--- config.mk ---
export PLATFORM = sky130hd
export DESIGN_NAME = field_merge_sched
export DESIGN_NICKNAME = d
export VERILOG_FILES = /design/src/rtl/field_merge_pkg.sv /design/src/rtl/sched_stat_cnt.sv /design/src/rtl/field_merge_sched.sv
export SDC_FILE = /design/constraint.sdc
export NUM_CORES = 1
export LEC_CHECK = 0
export ABC_AREA = 1
export BUFFER_PORTS_ARGS = -buffer_cell sky130_fd_sc_hd__buf_2
export CELL_PAD_IN_SITES_DETAIL_PLACEMENT = 0
export CELL_PAD_IN_SITES_GLOBAL_PLACEMENT = 1
export CORE_UTILIZATION = 31
export CTS_CLUSTER_SIZE = 10
export DETAILED_ROUTE_END_ITERATION = 12
export HOLD_SLACK_MARGIN = 0.08
export PLACE_DENSITY = 0.8
export REMOVE_ABC_BUFFERS = 1
export SLEW_MARGIN = 20
export SYNTH_ARGS = -nofsm -noshare
export SYNTH_HDL_FRONTEND = slang
export SYNTH_SLANG_ARGS = --single-unit
--- constraint.sdc ---
create_clock -name clk -period 2.16 [get_ports clk]
set_clock_uncertainty 0.1 [all_clocks]
set_input_delay 0.108 -clock clk [delete_from_list [all_inputs] [get_ports clk]]
set_output_delay 0.108 -clock clk [all_outputs]
set_load 0.005 [all_outputs]
--- src/rtl/field_merge_pkg.sv ---
// ----------------------------------------------------------------------------
// field_merge_pkg
// Shared definitions for the field merge scheduler slice.
//
// Contents:
//   - default widths for data, record index, byte strobes and statistics
//   - one-hot scheduler state encoding (SCAN / HOLD / ADV)
//   - source tags for the output stream (SRC_VARINT / SRC_RAW)
// ----------------------------------------------------------------------------
package field_merge_pkg;

    localparam int DATA_W_DEF = 32;
    localparam int IDX_W_DEF  = 10;
    localparam int STRB_W_DEF = 4;
    localparam int STAT_W_DEF = 32;

    // One-hot so each state decodes from a single flop.
    typedef enum logic [2:0] {
        SCAN = 3'b001,
        HOLD = 3'b010,
        ADV  = 3'b100
    } sched_state_e;

    localparam logic SRC_VARINT = 1'b0;
    localparam logic SRC_RAW    = 1'b1;

endpackage

--- src/rtl/sched_stat_cnt.sv ---
// ----------------------------------------------------------------------------
// sched_stat_cnt
// Saturating event counter used by the scheduler statistics.
//
// Ports:
//   clk    - clock
//   reset  - synchronous active-low reset
//   clr    - synchronous clear, has priority over inc
//   inc    - count one event this cycle
//   count  - current count, sticks at all-ones
// ----------------------------------------------------------------------------
module sched_stat_cnt #(
    parameter int STAT_W = 32
) (
    input  logic              clk,
    input  logic              reset,
    input  logic              clr,
    input  logic              inc,
    output logic [STAT_W-1:0] count
);

    logic [STAT_W-1:0] count_q;
    logic [STAT_W-1:0] count_d;

    // Next count: clear first, otherwise step unless already saturated.
    always_comb begin
        count_d = count_q;
        if (clr) begin
            count_d = '0;
        end else if (inc && (count_q != {STAT_W{1'b1}})) begin
            count_d = count_q + STAT_W'(1);
        end
    end

    // Counter register.
    always_ff @(posedge clk) begin
        if (!reset) begin
            count_q <= '0;
        end else begin
            count_q <= count_d;
        end
    end

    assign count = count_q;

endmodule

--- src/rtl/field_merge_sched.sv ---
// ----------------------------------------------------------------------------
// field_merge_sched
// Drains the varint and raw-data FIFOs into one encoder stream. Words are
// emitted in record-index order; inside one record all varint words leave
// before any raw-data word. The head of each FIFO is show-ahead, so a word
// is popped in the same cycle it is captured into the output registers.
//
// Ports:
//   clk, reset          - clock, synchronous active-low reset
//   sched_clr           - synchronous clear (issued with the FIFO clears)
//   eos                 - end of stream: an empty FIFO holds no more words
//                         for the record being drained
//   varint_*            - varint FIFO read side (empty, head, pop)
//   raw_*               - raw FIFO read side (empty, head, strobes, pop)
//   m_valid/m_ready     - output handshake
//   m_data/m_wstrb      - output word and strobes (all-ones for varint)
//   m_index/m_src       - record index and source (0 varint, 1 raw)
//   m_rec_end           - one-cycle pulse when exp_index advances
//   exp_index           - record index currently being drained
//
// Optional build macro FIELD_MERGE_SCHED_STATS_EN adds the saturating
// statistics outputs stat_varint_words, stat_raw_words and stat_records.
// ----------------------------------------------------------------------------
module field_merge_sched
    import field_merge_pkg::*;
#(
    parameter int DATA_W = DATA_W_DEF,
    parameter int IDX_W  = IDX_W_DEF,
    parameter int STRB_W = STRB_W_DEF
`ifdef FIELD_MERGE_SCHED_STATS_EN
    ,
    parameter int STAT_W = STAT_W_DEF
`endif
) (
    input  logic              clk,
    input  logic              reset,
    input  logic              sched_clr,
    input  logic              eos,

    input  logic              varint_empty,
    input  logic [DATA_W-1:0] varint_head_data,
    input  logic [IDX_W-1:0]  varint_head_index,
    output logic              varint_pop,

    input  logic              raw_empty,
    input  logic [DATA_W-1:0] raw_head_data,
    input  logic [IDX_W-1:0]  raw_head_index,
    input  logic [STRB_W-1:0] raw_head_wstrb,
    output logic              raw_pop,

    output logic              m_valid,
    input  logic              m_ready,
    output logic [DATA_W-1:0] m_data,
    output logic [STRB_W-1:0] m_wstrb,
    output logic [IDX_W-1:0]  m_index,
    output logic              m_src,
    output logic              m_rec_end,
    output logic [IDX_W-1:0]  exp_index
`ifdef FIELD_MERGE_SCHED_STATS_EN
    ,
    output logic [STAT_W-1:0] stat_varint_words,
    output logic [STAT_W-1:0] stat_raw_words,
    output logic [STAT_W-1:0] stat_records
`endif
);

    sched_state_e      state_q,     state_d;
    logic [IDX_W-1:0]  exp_index_q, exp_index_d;
    logic              m_valid_q,   m_valid_d;
    logic [DATA_W-1:0] m_data_q,    m_data_d;
    logic [STRB_W-1:0] m_wstrb_q,   m_wstrb_d;
    logic [IDX_W-1:0]  m_index_q,   m_index_d;
    logic              m_src_q,     m_src_d;
    logic              m_rec_end_q, m_rec_end_d;

    logic              varint_take;
    logic              raw_take;
    logic              vm;
    logic              rm;

    // A head "matches" only when it is present and tagged with exactly the
    // record being drained; there is deliberately no ordering comparison.
    assign vm = !varint_empty && (varint_head_index == exp_index_q);
    assign rm = !raw_empty    && (raw_head_index    == exp_index_q);

    // Next-state logic. SCAN picks the next word (varint first) or decides
    // the current record is finished; a record is only declared finished
    // when some FIFO actually shows a later word, so two empty FIFOs never
    // let exp_index run away even with eos high.
    always_comb begin
        state_d     = state_q;
        exp_index_d = exp_index_q;
        m_valid_d   = m_valid_q;
        m_data_d    = m_data_q;
        m_wstrb_d   = m_wstrb_q;
        m_index_d   = m_index_q;
        m_src_d     = m_src_q;
        m_rec_end_d = 1'b0;
        varint_take = 1'b0;
        raw_take    = 1'b0;

        if (sched_clr) begin
            state_d     = SCAN;
            exp_index_d = '0;
            m_valid_d   = 1'b0;
            m_data_d    = '0;
            m_wstrb_d   = '0;
            m_index_d   = '0;
            m_src_d     = SRC_VARINT;
        end else begin
            case (state_q)
                SCAN: begin
                    if (vm) begin
                        varint_take = 1'b1;
                        m_valid_d   = 1'b1;
                        m_data_d    = varint_head_data;
                        m_wstrb_d   = {STRB_W{1'b1}};
                        m_index_d   = varint_head_index;
                        m_src_d     = SRC_VARINT;
                        state_d     = HOLD;
                    end else if (rm) begin
                        raw_take    = 1'b1;
                        m_valid_d   = 1'b1;
                        m_data_d    = raw_head_data;
                        m_wstrb_d   = raw_head_wstrb;
                        m_index_d   = raw_head_index;
                        m_src_d     = SRC_RAW;
                        state_d     = HOLD;
                    end else if (!varint_empty && !raw_empty) begin
                        state_d = ADV;
                    end else if (eos && (!varint_empty || !raw_empty)) begin
                        state_d = ADV;
                    end
                end
                HOLD: begin
                    if (m_ready) begin
                        m_valid_d = 1'b0;
                        state_d   = SCAN;
                    end
                end
                ADV: begin
                    exp_index_d = exp_index_q + IDX_W'(1);
                    m_rec_end_d = 1'b1;
                    state_d     = SCAN;
                end
                default: begin
                    state_d   = SCAN;
                    m_valid_d = 1'b0;
                end
            endcase
        end
    end

    // Pops go out combinationally in the capture cycle; reset gates them
    // here because the register reset alone would not stop this cycle's pop.
    assign varint_pop = varint_take && reset;
    assign raw_pop    = raw_take    && reset;

    // State and output registers.
    always_ff @(posedge clk) begin
        if (!reset) begin
            state_q     <= SCAN;
            exp_index_q <= '0;
            m_valid_q   <= 1'b0;
            m_data_q    <= '0;
            m_wstrb_q   <= '0;
            m_index_q   <= '0;
            m_src_q     <= SRC_VARINT;
            m_rec_end_q <= 1'b0;
        end else begin
            state_q     <= state_d;
            exp_index_q <= exp_index_d;
            m_valid_q   <= m_valid_d;
            m_data_q    <= m_data_d;
            m_wstrb_q   <= m_wstrb_d;
            m_index_q   <= m_index_d;
            m_src_q     <= m_src_d;
            m_rec_end_q <= m_rec_end_d;
        end
    end

    assign m_valid   = m_valid_q;
    assign m_data    = m_data_q;
    assign m_wstrb   = m_wstrb_q;
    assign m_index   = m_index_q;
    assign m_src     = m_src_q;
    assign m_rec_end = m_rec_end_q;
    assign exp_index = exp_index_q;

`ifdef FIELD_MERGE_SCHED_STATS_EN
    logic varint_accept;
    logic raw_accept;
    logic rec_advance;

    // A transfer is counted when the held word is accepted; a clear in the
    // same cycle wins and the counters are zeroed instead.
    assign varint_accept = (state_q == HOLD) && m_ready && (m_src_q == SRC_VARINT);
    assign raw_accept    = (state_q == HOLD) && m_ready && (m_src_q == SRC_RAW);
    assign rec_advance   = (state_q == ADV);

    sched_stat_cnt #(.STAT_W(STAT_W)) u_cnt_varint (
        .clk   (clk),
        .reset (reset),
        .clr   (sched_clr),
        .inc   (varint_accept),
        .count (stat_varint_words)
    );

    sched_stat_cnt #(.STAT_W(STAT_W)) u_cnt_raw (
        .clk   (clk),
        .reset (reset),
        .clr   (sched_clr),
        .inc   (raw_accept),
        .count (stat_raw_words)
    );

    sched_stat_cnt #(.STAT_W(STAT_W)) u_cnt_records (
        .clk   (clk),
        .reset (reset),
        .clr   (sched_clr),
        .inc   (rec_advance),
        .count (stat_records)
    );
`endif

endmodule

==> flow_metrics.py, run 1 <==
metrics = {
    "sta": {
        "timing.fmax_mhz": 515,
        "maxSlewHeadroom": 0.618,
        "worstMarginPinSlew_ns": 0.572,
        "hold_viol": 0,
        "maxSlewViolCount": 0,
        "fin_crit_sh": 0.899,
        "grt_setup_unrepaired": "false",
        "finalSetupViolCount": 0,
        "tns_ns": 0,
        "min_period_ns": 1.94,
    },
    "global_route": {
        "grtUsageTotal": 0.194,
        "grt_start_max_net_pins": 54,
        "grt_pass1_vias": 4114,
        "antenna_found_initial": 0,
        "overflow": 0,
        "grt_pass1_wl_mm": 18.3,
    },
    "detailed_routing": {
        "avgRoutedWirePerCell_um": 11.5,
        "first_iter_violations": 152,
        "first_pass_iters": 4,
        "viasPerCell": 4.37,
        "drc": 0,
        "wl_mm": 11.4,
        "ant_nets": 0,
        "dr_total_vias": 4316,
    },
    "placed_design": {
        "routabilityCongestion": 0.848,
        "post_dp_cell_area_um2": 4480,
        "hpwlAfterDp_mm": 7.40,
        "portBuffers": 155,
    },
    "clock_network": {
        "clkSinkCount": 62,
        "cts_root_buf": "clkbuf_16",
        "cts_tree": "yes",
        "htreeDepth": 3,
        "cts_buffers": 9,
        "cts.clk_slew.worst_paths_ns": 0.05,
        "clockBufferDepth": 2,
        "clk_latency_ns": 0.32,
    },
    "final_layout": {
        "final_cell_area_um2": 5650,
        "area_growth_pct": 59.4,
        "diodes": 0,
        "drive_gt1_frac": 0.232,
        "nets": 939,
    },
    "logic_synthesis": {
        "synth_edf_count": 0,
        "synth_compound_area_frac": 0.0357,
        "synth_simple_gate_area_frac": 0.465,
        "ys_warn_count": 0,
        "yosys.area_share.adder": 0.00353,
        "synth_mux_area_frac": 0,
        "synth_top_flop_cell": "dfxtp_1",
        "synth_cell_types": 24,
        "synth_xor_area_frac": 0.0198,
        "yosysSeqAreaShare": 0.350,
        "synth_top_area_frac": 0.350,
        "syn-cell-area_um2": 3540,
        "yosys.area.top_type": "dfxtp_1",
        "synth_top_family_by_area": "simple AND/OR/NAND/NOR gates",
        "synth-seq-cells": 62,
        "async_reset_ff_frac": 0,
        "synthCells": 608,
        "synth_area_per_cell_um2": 5.83,
        "synth.area.top_cells": "dfxtp_1, nand2_1, nor2_1, inv_1, nand3_1",
    },
    "die": {
        "dieWidth_um": 109,
        "fp.coreArea_um2": 11000,
        "ios": 156,
        "num_rows": 38,
        "start_util": 0.323,
        "die_area_um2": 11900,
        "die_h_um": 109,
    },
    "worst_setup_path": {
        "worst_setup_path_end_kind": "flop",
        "critPathRequiredTime_ns": 2.27,
        "reg2regPathDepth": 11,
        "critPathKind": "reg2reg",
        "cp-start-kind": "flop",
        "worstPathArrival_ns": 2.05,
        "critPathMaxFanout": 46,
    },
    "worst_hold_path": {
        "hp-class": "in2reg",
        "whs_path_depth": 5,
    },
    "pwr": {
        "total_power_mw": 3.03,
        "p_per_area_nw_per_um2": 537,
        "peakVddDrop_mv": 0.341,
        "power.leakage_nw": 3.20,
    },
    "run_status": {
        "outcome": "completed",
    },
    "run": {
        "drv_cap": 0,
    },
}
==> synthesized netlist by cell type, types with 2 or more instances <==
library cell,n
dfxtp_1,62
inv_2,4
nand3_1,51
inv_1,73
clkbuf_1,18
nand2_1,224
nand4_1,7
xnor2_1,6
nand2_4,2
buf_6,5
nor2_1,113
o21ai_0,5
nor2_4,2
buf_2,6
nor3_1,5
a21oi_1,16
xor2_1,2
==> final cells by class <==
type                            count  area [um2]
Clock buffer                       10         229
Tap cell                          140         175
Multi-Input combinational cell    439        1880
Fill cell                        1122        5330
Sequential cell                    62        1240
Timing Repair Buffer              253        1750
Clock inverter                      6        86.3
Inverter                           78         293
==> flip-flops by register name, summed over array words and instances, names as in the netlist <==
name       flops
m_data        32
exp_index     10
m_index       10
m_wstrb        4
state_q        3
m_rec_end      1
m_src          1
m_valid        1
==> cell usage in the layout, fill, tap and decap left out, drive strengths merged, types with 4 or more instances in the layout <==
master	count
nand3	51
clkinv	4
nand4	7
o21ai	6
a21oi	17
nor2	115
buf	169
inv	77
nor3	5
xnor2	6
nand2	227
dlygate4sd3	84
dfxtp	62
clkbuf	10
==> what timing repair did <==
item                                    4_1_cts  5_1_grt
hold buffers                                 84        0
endpoints found under the setup margin        0       38
endpoints found under the hold margin        48        0
resized for setup                             0        2
buffers inserted                              0        0
==> final timing paths <==
path / from / endpoint / slack (ns)
max: exp_index[1] / m_index[4] / 0.22
max reg2reg: exp_index[1] / m_index[4] / 0.22
min reg2reg: m_valid / m_valid / 0.36
min: varint_head_index[2] / m_index[2] / 0.09
==> kinds of logic (layout without fill, tap and decap cells) <==
family          after synthesis  after routing
compound gates               24             24
buf+inv                     107            347
flops                        62             62
fa+ha+maj                     1              1
xor+xnor                      8              8
simple gates                406            406
==> worst max-delay path: stages (launching register included) <==
cell and delay [ns]:
dfxtp_1 0.33, inv_1 0.09, or2_2 0.29, nand3_1 0.13, nor2_4 0.06, nand2_4 0.17
nand2_4 0.11, nand2_8 0.13, buf_12 0.22, nand2_1 0.07, nand2_1 0.06, nor2_1 0.04
==> stage by stage <==
stage,instances,setup WS (ns),utilization,hold WS (ns)
2_1_floorplan,579,-1.01,-,0.231
4_1_cts,988,0.154,0.513,0.0810
3_3_place_gp,888,0.249,0.408,0.318
5_1_grt,988,0.00941,0.514,0.127
3_5_place_dp,888,0.175,0.408,0.332
6_report,988,0.218,0.514,0.0914
==> report_power, final <==
group / leakage [nW] / switching [mW] / internal (mW)
clock network: 0.152 / 0.511 / 1.01
registers: 0.500 / 0.00273 / 1.15
logic: 2.55 / 0.153 / 0.208
total: 3.20 / 0.667 / 2.36
==> routing by layer <==
layer  vias up  wire [um]  track usage
li1       2294          -            -
met1      1891       5120        0.229
met5         -          0            0
met4         0        146       0.0705
met3        12        636       0.0353
met2       119       5450        0.349
Note: power is estimated with default switching activity, not from simulation.
==> inputs of run 2 (changes only) <==
--- a/config.mk
+++ b/config.mk
@@ -14,6 +14,7 @@
 export DETAILED_ROUTE_END_ITERATION = 12
 export HOLD_SLACK_MARGIN = 0.08
 export PLACE_DENSITY = 0.8
+export RECOVER_POWER = 25
 export REMOVE_ABC_BUFFERS = 1
 export SLEW_MARGIN = 20
 export SYNTH_ARGS = -nofsm -noshare
==> flow_metrics.py, run 2 (synthesis gave the netlist of run 1 again) <==
metrics = {
    "run_status": {
        "outcome": "completed",
    },
    "pwr": {
        "power.leakage_nw": 3.13,
        "total_power_mw": 3.03,
        "p_per_area_nw_per_um2": 539,
        "p_comb_frac": 0.119,
        "p_clk_frac": 0.501,
        "switching_share": 0.220,
        "seqPwrFrac": 0.380,
        "peakVddDrop_mv": 0.341,
        "p_int_mw": 2.36,
        "switchingPower_uw": 669,
    },
    "final_layout": {
        "area_growth_pct": 58.9,
        "final_cell_mix": "nand2_1, buf_2, nor2_1, dlygate4sd3_1, inv_1",
        "drive_gt1_frac": 0.213,
        "diodes": 0,
        "regArea_um2": 1240,
        "largest_reg_flops": 32,
        "layout_commonest_cell": "nand2_1",
        "post-route-util": 0.513,
        "nets": 939,
        "fillerInstances": 1124,
        "multiInputGateArea_um2": 1880,
    },
    "run": {
        "drv_cap": 0,
    },
    "worst_hold_path": {
        "whs_path_depth": 5,
        "worstHoldEndpoint": "m_index[2]",
        "worstHoldStart": "varint_head_index[2]",
        "hp-class": "in2reg",
    },
    "sta": {
        "maxSlewViolCount": 0,
        "hold_viol": 0,
        "grt_setup_unrepaired": "false",
        "finalSetupViolCount": 0,
        "fin_crit_sh": 0.899,
        "timing.fmax_mhz": 515,
        "maxSlewHeadroom": 0.617,
        "worstMarginPinSlew_ns": 0.574,
        "min_period_ns": 1.94,
    },
    "detailed_routing": {
        "first_iter_violations": 139,
        "dr_total_vias": 4334,
        "drc": 0,
        "avgRoutedWirePerCell_um": 11.5,
        "ant_nets": 0,
        "wl_mm": 11.4,
        "first_pass_iters": 4,
        "viasPerCell": 4.39,
    },
    "worst_setup_path": {
        "reg2reg_slack_ns": 0.22,
        "worst_setup_path_end_kind": "flop",
        "r2r_start": "exp_index[1]",
        "critPathRequiredTime_ns": 2.27,
        "critPathMaxFanout": 46,
        "reg2regPathDepth": 11,
        "worstPathArrival_ns": 2.05,
        "cp-startpoint": "exp_index[1]",
        "cp-start-kind": "flop",
        "critPathKind": "reg2reg",
        "timing.rr.end": "m_index[4]",
    },
    "die": {
        "ios": 156,
        "dieWidth_um": 109,
        "die_area_um2": 11900,
        "num_rows": 38,
        "start_util": 0.323,
        "die_h_um": 109,
        "fp.coreArea_um2": 11000,
    },
    "clock_network": {
        "clk_latency_ns": 0.32,
        "htreeDepth": 3,
        "post_cts_buffers": 0,
        "cts_buffers": 9,
        "clockBufferDepth": 2,
        "clkSinkCount": 62,
        "cts_tree": "yes",
        "cts.clk_slew.worst_paths_ns": 0.05,
        "cts_root_buf": "clkbuf_16",
    },
    "placed_design": {
        "portBuffers": 155,
        "hpwlAfterDp_mm": 7.40,
        "routabilityCongestion": 0.848,
    },
    "global_route": {
        "grtUsageTotal": 0.194,
        "grt_start_max_net_pins": 54,
        "grt_pass1_wl_mm": 18.3,
        "grt_pass1_vias": 4114,
        "overflow": 0,
        "antenna_found_initial": 0,
    },
}
-- run 2: power by group through the flow --
stage	logic [mW]	registers, mW	clock network, mW
after floorplan	0.105	1.18	0
after global placement	0.236	1.18	0
after detailed placement	0.239	1.18	0
after CTS	0.357	1.15	1.57
after global routing	0.402	1.15	1.62
final	0.361	1.15	1.52
-- run 2: repair_timing --
item | CTS | global route
endpoints found under the hold margin | 48 | 0
hold buffers | 84 | 0
endpoints found under the setup margin | 0 | 38
resized for setup | 0 | 2
-- run 2: cell type report --
| cell class | instances | area share |
|---|---|---|
| repair buffers | 253 | 0.307 |
| multi-input cells | 439 | 0.333 |
| inverters | 78 | 0.0520 |
| clock buffers | 10 | 0.0407 |
| clock inverters | 6 | 0.0153 |
| well taps | 140 | 0.0311 |
| flip-flops and latches | 62 | 0.221 |
-- run 2: metal layers --
metal  part of all wire  vias up  track usage
li1                   -     2294            -
met1               0.45     1903        0.229
met2               0.48      124        0.349
met3              0.057       13       0.0353
met4              0.013        0       0.0705
met5                  0        -            0
-- run 2: worst max path at each step --
stage	to	cells after the start	slack [ns]
CTS	m_data[26]	13	0.15
global route	raw_pop	10	0.009
finish	m_index[4]	11	0.22
global placement	m_data[17]	11	0.25
detailed placement	m_data[26]	11	0.17
floorplan	state_q[2]	8	-1.01
-- run 2: worst max-delay path, stage by stage (launching register included) --
cell     delay [ns]
dfxtp_1        0.33
inv_1          0.09
or2_2          0.29
nand3_1        0.13
nor2_4         0.06
nand2_4        0.17
nand2_4        0.11
nand2_8        0.13
buf_12         0.22
nand2_1        0.07
nand2_1        0.06
nor2_1         0.04
-- run 2: stage by stage --
step | setup WS [ns] | std cells | setup TNS [ns] | hold slack, ns | area (um2)
floorplan | -1.01 | 579 | -44.46 | 0.231 | 3390
global placement | 0.249 | 888 | 0 | 0.318 | 4480
detailed placement | 0.175 | 888 | 0 | 0.332 | 4480
CTS | 0.154 | 988 | 0 | 0.0810 | 5640
global route | 0.00941 | 988 | 0 | 0.127 | 5630
finish | 0.218 | 988 | 0 | 0.0912 | 5630
==> inputs of run 3 (changes only) <==
--- a/config.mk
+++ b/config.mk
@@ -6,7 +6,7 @@
 export NUM_CORES = 1
 export LEC_CHECK = 0
 export ABC_AREA = 1
-export BUFFER_PORTS_ARGS = -buffer_cell sky130_fd_sc_hd__buf_2
+export BUFFER_PORTS_ARGS = -buffer_cell sky130_fd_sc_hd__buf_4
 export CELL_PAD_IN_SITES_DETAIL_PLACEMENT = 0
 export CELL_PAD_IN_SITES_GLOBAL_PLACEMENT = 1
 export CORE_UTILIZATION = 31
==> flow_metrics.py, run 3 (synthesis gave the netlist of run 1 again) <==
metrics = {
    "sta": {
        "finalSetupViolCount": 0,
        "hold_viol": 0,
        "min_period_ns": 1.99,
        "fin_crit_sh": 0.919,
        "maxSlewViolCount": 0,
        "holdWs_ns": 0.0923,
        "timing.fmax_mhz": 504,
        "grt_setup_unrepaired": "false",
        "worstMarginPinSlew_ns": 0.583,
        "maxSlewHeadroom": 0.611,
        "tns_ns": 0,
    },
    "final_layout": {
        "final_cell_area_um2": 6050,
        "final_cell_mix": "nand2_1, buf_4, nor2_1, dlygate4sd3_1, inv_1",
        "regArea_um2": 1240,
        "diodes": 0,
        "area_growth_pct": 70.8,
        "drive_gt1_frac": 0.225,
        "layout_commonest_cell": "nand2_1",
        "largest_reg_flops": 32,
        "fillerInstances": 1074,
        "multiInputGateArea_um2": 1870,
        "nets": 942,
    },
    "clock_network": {
        "post_cts_buffers": 0,
        "clockBufferDepth": 2,
        "cts.clk_slew.worst_paths_ns": 0.06,
        "clkSinkCount": 62,
        "htreeDepth": 3,
        "cts_tree": "yes",
        "cts_root_buf": "clkbuf_16",
        "cts_buffers": 9,
        "clk_latency_ns": 0.32,
    },
    "worst_setup_path": {
        "cp-start-kind": "input port",
        "cp_top_family": "simple AND/OR/NAND/NOR gates",
        "critPathRequiredTime_ns": 2.28,
        "crit_buf_inv": 3,
        "crit_top_cell": "nand2_4",
        "path_cells": "dlygate4sd3_1 -> buf_4 -> or2_2 -> nand3_1 -> nor2_4 -> nand2_4 -> nand2_4 -> nand2_4 -> buf_12 -> nand2_1 -> nand2_1 -> nor2_1",
        "crit_slowest_cell": "dlygate4sd3_1",
        "critPathMaxFanout": 53,
        "worst_setup_path_end_kind": "flop",
        "worstPathArrival_ns": 2.10,
        "critPathKind": "in2reg",
        "max_stage_delay_ns": 0.54,
    },
    "die": {
        "start_util": 0.323,
        "die_area_um2": 11900,
        "ios": 156,
        "fp.coreArea_um2": 11000,
        "dieWidth_um": 109,
        "die_h_um": 109,
        "num_rows": 38,
    },
    "global_route": {
        "overflow": 0,
        "grtUsageTotal": 0.197,
        "grt_pass1_vias": 4070,
        "grt_pass1_wl_mm": 18.6,
        "antenna_found_initial": 0,
        "grt_start_max_net_pins": 54,
    },
    "worst_hold_path": {
        "hp-class": "in2reg",
    },
    "pwr": {
        "peakVddDrop_mv": 0.377,
        "p_per_area_nw_per_um2": 516,
        "power.leakage_nw": 3.26,
        "total_power_mw": 3.12,
    },
    "detailed_routing": {
        "drc": 0,
        "first_pass_iters": 6,
        "avgRoutedWirePerCell_um": 11.8,
        "dr_total_vias": 4296,
        "wl_mm": 11.7,
        "viasPerCell": 4.34,
        "ant_nets": 0,
        "first_iter_violations": 153,
    },
    "placed_design": {
        "post_dp_cell_area_um2": 4840,
        "portBuffers": 155,
        "routabilityCongestion": 0.838,
        "hpwlAfterDp_mm": 7.54,
    },
    "run": {
        "drv_cap": 0,
    },
    "run_status": {
        "outcome": "completed",
    },
}
## run 3: cell count changes in the layout (fill, tap and decap cells not counted), sizes merged
cell and delta:
buf -16, clkbuf +15, clkinv -1, clkinvlp -1
dlygate4sd3 +5
## run 3: what timing repair did
action | in CTS | in global routing
resized for setup | 0 | 2
endpoints found under the hold margin | 48 | 0
setup endpoints to repair | 0 | 25
hold buffers | 89 | 0
## run 3: worst paths after layout
check        cells after the start                  from    endpoint  slack (ns)
max                             12  varint_head_index[1]  m_data[15]        0.17
min                              5  varint_head_index[3]  m_index[3]        0.09
max reg2reg                     13          exp_index[0]  m_data[15]        0.20
min reg2reg                      2               m_valid     m_valid        0.35
## run 3: layout make-up
cell class / instances / share of cell area
Clock buffer: 11 / 0.0418
Timing Repair Buffer: 256 / 0.356
Sequential cell: 62 / 0.205
Inverter: 78 / 0.0484
Multi-Input combinational cell: 439 / 0.309
Clock inverter: 4 / 0.0116
Tap cell: 140 / 0.0289
## run 3: stage by stage
step                      instances  worst slack (ns)  utilization
final                           990             0.174        0.551
after global routing            990            0.0227        0.551
after CTS                       990             0.132        0.551
after detailed placement        886             0.213        0.441
after global placement          886             0.261        0.441
after floorplan                 579             -1.01            -
## run 3: where the power goes
part | internal (mW) | leakage [nW] | switching (mW)
clock | 1.06 | 0.161 | 0.493
combinational | 0.259 | 2.60 | 0.158
sequential | 1.15 | 0.500 | 0.00292
total | 2.47 | 3.26 | 0.653
## run 3: metal layers
metal | global-route usage | part of all wire | vias up
li1 | - | - | 2297
met1 | 0.245 | 0.46 | 1860
met2 | 0.341 | 0.47 | 125
met3 | 0.0389 | 0.058 | 14
met4 | 0.0627 | 0.012 | 0
met5 | 0 | 0 | -
## run 3: worst reg2reg max path, cell delays in order, from the launching register on
cell,delay [ns]
dfxtp_1,0.38
inv_1,0.13
nand2_1,0.08
nand2_1,0.05
nor2_1,0.13
nand2_1,0.11
nor2_4,0.13
nand2_4,0.14
nand2_4,0.13
nand2_4,0.07
buf_12,0.18
nand2_1,0.12
nand2_1,0.05
nor2_1,0.11
